$ cat src/rtl/match_pkg.sv
// match_pkg: shared state encoding and default parameters for the tug-of-war match controller
package match_pkg;
    typedef enum logic [1:0] {IDLE, PLAY, POINT, MATCH_OVER} match_state_t;
    localparam int WIN_SCORE_DEF = 7;
    localparam int HOLD_CYCLES_DEF = 4;
endpackage

$ cat src/rtl/score_counter.sv
// score_counter: per-player point counter with clear priority and win-look-ahead
module score_counter #(
    parameter int SCORE_W = 3,
    parameter int WIN_SCORE = 7
) (
    input  logic               clk,
    input  logic               reset,
    input  logic               clr,
    input  logic               inc,
    output logic [SCORE_W-1:0] count,
    output logic               hit
);
    assign hit = ({1'b0, count} + (SCORE_W+1)'(inc)) == (SCORE_W+1)'(WIN_SCORE);
    always_ff @(posedge clk) begin
        if (!reset) count <= '0;
        else count <= clr ? '0 : count + SCORE_W'(inc);
    end
    always_ff @(posedge clk) begin
        if (reset && !clr) assert (!(inc && count == SCORE_W'(WIN_SCORE)));
    end
endmodule

$ cat src/rtl/match_controller.sv
// match_controller: arbitrates presses into move grants, scores rounds and sequences the match
module match_controller import match_pkg::*; #(
    parameter int WIN_SCORE = WIN_SCORE_DEF,
    parameter int HOLD_CYCLES = HOLD_CYCLES_DEF,
    parameter int SCORE_W = 3
) (
    input  logic               clk,
    input  logic               reset,
    input  logic               start,
    input  logic               press_l,
    input  logic               press_r,
    input  logic               edge_l,
    input  logic               edge_r,
    output logic               move_l,
    output logic               move_r,
    output logic               field_clr,
    output logic [SCORE_W-1:0] score_l,
    output logic [SCORE_W-1:0] score_r,
    output logic               winner_l,
    output logic               winner_r,
    output logic               playing
);
    localparam int HW = $clog2(HOLD_CYCLES + 1);
    match_state_t state, state_nxt;
    logic [HW-1:0] hold;
    logic in_play, sole_l, sole_r, pt_l, pt_r, pt, go, hit_l, hit_r;
    always_comb begin
        in_play = state == PLAY;
        sole_l = press_l & ~press_r;
        sole_r = press_r & ~press_l;
        pt_l = in_play & sole_l & edge_l;
        pt_r = in_play & sole_r & edge_r;
        pt = pt_l | pt_r;
        go = start & (state == IDLE | state == MATCH_OVER);
    end
    score_counter #(.SCORE_W(SCORE_W), .WIN_SCORE(WIN_SCORE)) u_score_l (
        .clk(clk), .reset(reset), .clr(go), .inc(pt_l), .count(score_l), .hit(hit_l)
    );
    score_counter #(.SCORE_W(SCORE_W), .WIN_SCORE(WIN_SCORE)) u_score_r (
        .clk(clk), .reset(reset), .clr(go), .inc(pt_r), .count(score_r), .hit(hit_r)
    );
    always_ff @(posedge clk) begin
        if (!reset) begin
            state <= IDLE;
            hold <= '0;
            move_l <= 1'b0;
            move_r <= 1'b0;
        end else begin
            state <= state_nxt;
            hold <= (go | (pt & state_nxt == POINT)) ? HW'(HOLD_CYCLES) : state == POINT ? hold - 1'b1 : hold;
            move_l <= in_play & sole_l & ~edge_l;
            move_r <= in_play & sole_r & ~edge_r;
        end
    end
    always_comb begin
        state_nxt = state;
        case (state)
            IDLE:    state_nxt = start ? POINT : IDLE;
            PLAY:    state_nxt = ((pt_l & hit_l) | (pt_r & hit_r)) ? MATCH_OVER : pt ? POINT : PLAY;
            POINT:   state_nxt = hold == HW'(1) ? PLAY : POINT;
            default: state_nxt = start ? POINT : MATCH_OVER;
        endcase
    end
    always_comb begin
        field_clr = state != PLAY;
        playing = state == PLAY;
        winner_l = state == MATCH_OVER && score_l == SCORE_W'(WIN_SCORE);
        winner_r = state == MATCH_OVER && score_r == SCORE_W'(WIN_SCORE);
    end
endmodule
$ cat config.mk
export PLATFORM = sky130hd
export DESIGN_NAME = match_controller
export DESIGN_NICKNAME = d
export VERILOG_FILES = /design/src/rtl/match_pkg.sv /design/src/rtl/score_counter.sv /design/src/rtl/match_controller.sv
export SDC_FILE = /design/constraint.sdc
export NUM_CORES = 1
export LEC_CHECK = 0
export BUFFER_PORTS_ARGS = -buffer_cell sky130_fd_sc_hd__buf_4
export CAP_MARGIN = 10
export CORE_UTILIZATION = 50
export CTS_CLUSTER_SIZE = 10
export DETAILED_ROUTE_END_ITERATION = 8
export GPL_TIMING_DRIVEN = 0
export PLACE_DENSITY = 0.83
export SLEW_MARGIN = 20
export SYNTH_ARGS = -nofsm -noshare
export SYNTH_HDL_FRONTEND = slang
export SYNTH_SLANG_ARGS = --single-unit
$ cat constraint.sdc
create_clock -name clk -period 2.15 [get_ports clk]
set_input_delay 0.1075 -clock clk [delete_from_list [all_inputs] [get_ports clk]]
set_output_delay 0.1075 -clock clk [all_outputs]
set_load 0.05 [all_outputs]
==> run summary, run 1 <==
Outcome: finished clean
Global-route wire length before repair: 2415 um
Leak: 0.4859 nW
Crit path capture type: flip-flop
Crit Path Category: reg2reg
Drt first pass iters: 4
Vias in the first global route: 565
Cells after Synth: 76
Yosys top cell area share: 0.3508
Worst Path Max Fanout: 6
Routed wire per std cell: 14.69 um
Core area: 1334 sq um
Top cells by count, synth: dfxtp_1 (13), ha_1 (10), inv_1 (8)
Final hold vios: 0
Die area: 1642 sq um
Post-synthesis async set-or-reset flop share: 0
Worst skew pair latency: 280 ps
PwrDens: 487.0 nW/um^2
Worst endpoint data arrival time: 2200 ps
Max-slew headroom: 0.7251
Max Clock Freq: 496.4 MHz
Top-count cell post-synth: dfxtp_1
Max-cap viol count: 0
Largest cells by area after synthesis: dfxtp_1 (35%), ha_1 (17%), inv_1 (4.0%)
Reg clk slew, reported paths: 80 ps
Detailed Place HPWL: 1172 um
CP top delay family: compound AO/OA/AOI/OAI gates
Initial antenna violation count: 0
Tmin final: 2014 ps
Num rows: 13
Fin. max-slew vios: 0
Fillers: 91
Post-synth EDFFs: 0
Startpoint types: flip-flop
Clock sinks: 13
Largest net degree at the start of global routing: 9
Slowest-stage cell, CP: dfxtp_2
Global route total overflow: 0
Worst IR Drop VDD: 0.5084 mV
Crit path launch: state[1]$_SDFF_PN0_
Synth Register Bits: 13
Synth Net Count: 93
Clock buffer depth: 2
Total routed wirelength: 1777 um
CTS tree: built
Synth area leader: dfxtp_1
Vias/cell: 5.678
Layout cells sized above 1: 0.3774
CP dominant cell by count: ha_1
Final instance area: 1025 sq um
Num CTS Buffers: 3
Hold Startpoint: press_r
Effective utilization at floorplan: 0.5563
Via count: 687
Worst Hold Slack: 95.50 ps
Average size of a mapped cell: 9.763 sq um
Ant. Diodes: 0
GRT Total Usage: 0.2383
Clk_skew: 1.283 ps
DRC: 0
IO Port Bufs: 18
Most used DFF post-synth: dfxtp_1
Worst Max-Slew Pin Slew: 407.2 ps
Synth-to-Final Area Change: 38.11%
CP cell instances: inv_2, ha_4, nand4b_2, inv_1, ha_1, ha_1, or2b_1, o21ai_2, a41oi_2, a31o_1
Post-route ant nets: 0
Placed cell areas: 908.4 sq um
Final period util: 0.9369
Critical R2R Launch: state[1]$_SDFF_PN0_
Worst min path class: in2reg
H-tree depth: 1
Synth Warn #: 0
# nets final: 124
GPL Wtd Cong: 0.7672
Die span in y: 40.52 um
Clock Tree Root: clkbuf_4
Critical path buffers and inverters: 2
DR iter-0 viols: 16
I/O pin total: 19
Cell variety after synth: 31
Width of the die: 40.52 um
Synth Cell Area: 742.0 sq um
Worst EP required: 2330 ps
CP max stage delay: 330 ps
Setup-failing EPs final: 0
Sequential element share of the synthesized area: 0.3508
-- worst min-delay path: stages --
cell	delay, ps
buf_4	100
nand3b_1	100
nor3_1	40
-- routing by layer --
layer  part of all wire  global-route usage  vias up
met2               0.50              0.4008       15
li1                   -                   -      338
met5                  0                   0        -
met4              0.021              0.1500        0
met3              0.032             0.06667        4
met1               0.45              0.2591      330
-- cells in the final DEF, fill, tap and decap left out, types with 2 or more instances in the layout --
master | synthesis | layout
nor3_1 | 2 | 2
nand2_1 | 4 | 4
nand4b_1 | 2 | 2
and3_1 | 4 | 4
xor2_1 | 2 | 2
and4_1 | 2 | 2
buf_4 | 0 | 24
a21oi_1 | 4 | 4
inv_1 | 8 | 7
dfxtp_1 | 13 | 11
dfxtp_2 | 0 | 2
ha_1 | 10 | 7
ha_4 | 0 | 2
nand3b_1 | 2 | 2
a31oi_1 | 2 | 2
dlygate4sd3_1 | 0 | 2
nand2b_1 | 2 | 2
clkbuf_4 | 0 | 3
-- sequential cells by signal, summed over array words and instances, names as in the netlist --
name             flops
u_score_l.count      3
move_l               1
move_r               1
hold                 3
u_score_r.count      3
state                2
-- power breakdown --
group	internal, W	switching [W]	total (W)
sequential	0.000251	0.00000747	0.000258
combinational	0.0000403	0.0000423	0.0000826
clock	0.0000721	0.0000863	0.000158
total	0.000363	0.000136	0.000499
-- worst paths after layout --
check / end / cells past startpoint / slack [ps]
min reg2reg: hold[1]$_SDFFE_PP0P_ / 2 / 560
max reg2reg: hold[2]$_SDFFE_PN0P_ / 10 / 140
max: hold[2]$_SDFFE_PN0P_ / 10 / 140
min: move_l$_SDFF_PN0_ / 3 / 100
-- cell type report --
class,count,area (sq um),area share
Clock buffer,4,26.28,0.02564
Inverter,8,30.03,0.02930
Tap cell,15,18.77,0.01832
Multi-Input combinational cell,55,486.7,0.4750
Sequential cell,13,262.8,0.2564
Timing Repair Buffer,26,200.2,0.1954
-- what timing repair did --
action | 4_1_cts | 5_1_grt
setup buffers | 3 | 3
resized for setup | 0 | 8
pin swaps | 1 | 1
hold buffers | 2 | 0
hold endpoints to repair | 2 | 0
setup endpoints to repair | 1 | 4
-- logic make-up after synthesis --
group,share of synthesized area
AO/OA/AOI/OAI,0.1687
adder cells (fa/ha/maj),0.1686
AND/OR/NAND/NOR,0.2479
XOR/XNOR,0.02361
flip-flops,0.3508
buffers and inverters,0.04047
-- stage by stage --
stage / total power (W) / setup WS (ps) / TNS [ps] / cells / utilization
detailed placement: 0.0003351 / -14.92 / -14.92 / 109 / 0.6811
finish: 0.0004991 / 135.6 / 0 / 121 / 0.7683
global placement: 0.0003320 / 40.74 / 0 / 109 / 0.6811
CTS: 0.0004907 / 37.64 / 0 / 118 / 0.7326
global route: 0.0005219 / -2.913 / -2.913 / 121 / 0.7683
floorplan: 0.0003105 / 136.1 / 0 / 76 / -
No activity file was read; power rests on OpenSTA's default activity.
==> inputs of run 2 (changes only) <==
--- a/config.mk
+++ b/config.mk
@@ -7,11 +7,11 @@
 export LEC_CHECK = 0
 export BUFFER_PORTS_ARGS = -buffer_cell sky130_fd_sc_hd__buf_4
 export CAP_MARGIN = 10
-export CORE_UTILIZATION = 50
+export CORE_UTILIZATION = 25
 export CTS_CLUSTER_SIZE = 10
 export DETAILED_ROUTE_END_ITERATION = 8
 export GPL_TIMING_DRIVEN = 0
-export PLACE_DENSITY = 0.83
+export PLACE_DENSITY = 0.51
 export SLEW_MARGIN = 20
 export SYNTH_ARGS = -nofsm -noshare
 export SYNTH_HDL_FRONTEND = slang
==> run summary, run 2 (synthesis gave the netlist of run 1 again) <==
Via count: 646 (-6.0%)
Width of the die: 56.48 um (+39%)
Core area: 2781 sq um (+110%)
PwrDens: 484.0 nW/um^2 (-0.62%)
GR Util met1: 0.1364 (-0.1227)
Worst EP required: 2360 ps (+30 ps)
Vias/cell: 4.821 (-15%)
M3 GR Usage: 0.04839 (-0.01828)
Logic pwr share: 0.158 (-0.008)
Slowest-stage cell, CP: dfxtp_1
Placed cell areas: 928.4 sq um (+2.2%)
Clk_skew: 1.045 ps (-0.2383 ps)
Commonest non-fill, non-tap cell in the layout: buf_4
Max-cap viol count: 0 (unchanged)
Crit Path Category: reg2reg
Setup-failing EPs final: 0 (unchanged)
Detailed Place HPWL: 1222 um (+4.3%)
Clock buffer depth: 2 (unchanged)
I/O pin total: 19 (unchanged)
Worst IR Drop VDD: 0.3714 mV (-27%)
IO Port Bufs: 18 (unchanged)
Clock Tree Root: clkbuf_4
Effective utilization at floorplan: 0.2668 (-0.2895)
Crit path capture type: flip-flop
Clock sinks: 13 (unchanged)
Layout cells sized above 1: 0.3495 (-0.02784)
M2 GR Usage: 0.1882 (-0.2126)
Synth-to-Final Area Change: 36.59%
Ant. Diodes: 0 (unchanged)
Final setup margin: 153.1 ps (+17.51 ps)
Top flop regs: hold: 3 flops, u_score_l.count: 3 flops, u_score_r.count: 3 flops
Max Clock Freq: 500.8 MHz (+0.88%)
Max-slew headroom: 0.7633 (+0.03819)
CP top delay family: adder cells
Worst skew pair latency: 280 ps (about the same)
Worst Max-Slew Pin Slew: 350.6 ps (-56.57 ps)
Sw Share: 0.2660 (-0.006693)
Worst endpoint data arrival time: 2210 ps (about the same)
Die span in y: 56.48 um (+39%)
Post-Place Worst Slack: -1.757 ps (+13.16 ps)
R2r endpoint: state[0]$_SDFF_PN0_
Most used routing layer: met2
Power share of the clock group: 0.315 (-0.002)
H-tree depth: 1 (unchanged)
Startpoint types: flip-flop
WHS Endpoint: move_l$_SDFF_PN0_
CP max stage delay: 410 ps (+80 ps)
RSZ-0062 raised after global routing: no
Drt first pass iters: 3 (-1)
Final hold vios: 0 (unchanged)
Routed wire per std cell: 12.31 um (-16%)
Leak: 0.4760 nW (-2.0%)
Worst Path Max Fanout: 5 (-1)
Num CTS Buffers: 3 (unchanged)
FF-to-FF path depth: 10 (unchanged)
Most frequent cells in the layout: buf_4 (21), dfxtp_1 (13), ha_1 (8)
Num rows: 19 (+6)
# nets final: 121 (-2.4%)
Die area: 3189 sq um (+94%)
Vias in the first global route: 648 (+15%)
CP cell instances: ha_4, nand4b_1, inv_1, ha_1, ha_2, nor2b_2, a21oi_1, nand4b_1, buf_4, a21oi_1
Global route total overflow: 0 (unchanged)
Cell depth of the worst hold path: 3 (unchanged)
Int Pwr: 0.0003600 W (-0.81%)
Tmin final: 1997 ps (-17.51 ps)
Largest net degree at the start of global routing: 9 (unchanged)
Post-route insts no fill: 134 (+11%)
Reg clk slew, reported paths: 80 ps (about the same)
Final period util: 0.9288 (-0.008143)
DRC: 0 (unchanged)
P_sw: 0.0001305 W (-4.1%)
DR iter-0 viols: 13 (-3)
R2R setup slack: 150 ps (+20 ps)
Global-route wire length before repair: 2829 um (+17%)
GPL Wtd Cong: 0.7247 (-5.5%)
Placed Instances: 125 (+15%)
Initial antenna violation count: 0 (unchanged)
Critical path buffers and inverters: 2 (unchanged)
GRT Total Usage: 0.1162 (-0.1221)
Hold Startpoint: press_r
CTS tree: built
Final TNS setup: 0 ps (unchanged)
Finished Core Util: 0.3644 (-0.4039)
Critical R2R Launch: state[0]$_SDFF_PN0_
Outcome: finished clean
Post-route ant nets: 0 (unchanged)
Final instance area: 1013 sq um (-1.1%)
Sequential power share: 0.526 (+0.009)
Fin. max-slew vios: 0 (unchanged)
Total routed wirelength: 1650 um (-7.1%)
Worst min path class: in2reg
run 2: changes by cell type in the layout (fill, tap and decap cells not counted), sizes merged:
cell / delta
buf: -3
run 2: what timing repair did:
item / CTS / global route
endpoints found under the setup margin: 1 / 4
hold endpoints to repair: 2 / 0
pin swaps: 0 / 2
hold buffers: 2 / 0
cloned: 0 / 0
buffers inserted: 1 / 2
resized for setup: 0 / 6
run 2: per-stage QoR:
stage               hold slack (ps)  power [W]
global placement              287.2  0.0003339
detailed placement            286.3  0.0003353
floorplan                     184.9  0.0003105
global route                  85.36  0.0005283
CTS                           78.40  0.0004959
finish                        92.14  0.0004905
run 2: area by class of cell:
cell class / instances / area, sq um
clock buffer: 4 / 26.28
sequential: 13 / 260.3
fill: 291 / 1768
tap: 31 / 38.79
multi-input combinational: 55 / 480.5
timing repair buffer: 23 / 177.7
inverter: 8 / 30.03
run 2: metal layers:
| metal | part of all wire | up-vias |
|---|---|---|
| li1 | - | 331 |
| met1 | 0.46 | 303 |
| met2 | 0.50 | 10 |
| met3 | 0.035 | 2 |
| met4 | 0.010 | 0 |
| met5 | 0 | - |
run 2: worst max-delay path by stage:
stage                             start              endpoint  slack [ps]  depth (start not counted)
global placement    state[1]$_SDFF_PN0_  hold[2]$_SDFFE_PN0P_          30                         10
floorplan           state[1]$_SDFF_PN0_  hold[2]$_SDFFE_PN0P_         140                         10
global route        state[0]$_SDFF_PN0_   state[0]$_SDFF_PN0_           6                         10
detailed placement  state[1]$_SDFF_PN0_  hold[2]$_SDFFE_PN0P_          -2                         10
CTS                 state[1]$_SDFF_PN0_   state[0]$_SDFF_PN0_          50                         11
finish              state[0]$_SDFF_PN0_   state[0]$_SDFF_PN0_         150                         10
run 2: worst reg2reg max path, cell delays in order, from the launching register on:
cell	delay (ps)
dfxtp_1	410
ha_4	190
nand4b_1	170
inv_1	130
ha_1	170
ha_2	190
nor2b_2	150
a21oi_1	40
nand4b_1	180
buf_4	170
a21oi_1	120
run 2: power by group through the flow:
| stage | combinational, W | clock, W | sequential [W] |
|---|---|---|---|
| finish | 0.0000777 | 0.000155 | 0.000258 |
| global placement | 0.0000715 | 0 | 0.000262 |
| detailed placement | 0.0000719 | 0 | 0.000263 |
| CTS | 0.0000757 | 0.000162 | 0.000258 |
| global route | 0.0000888 | 0.000180 | 0.000259 |
| floorplan | 0.0000485 | 0 | 0.000262 |
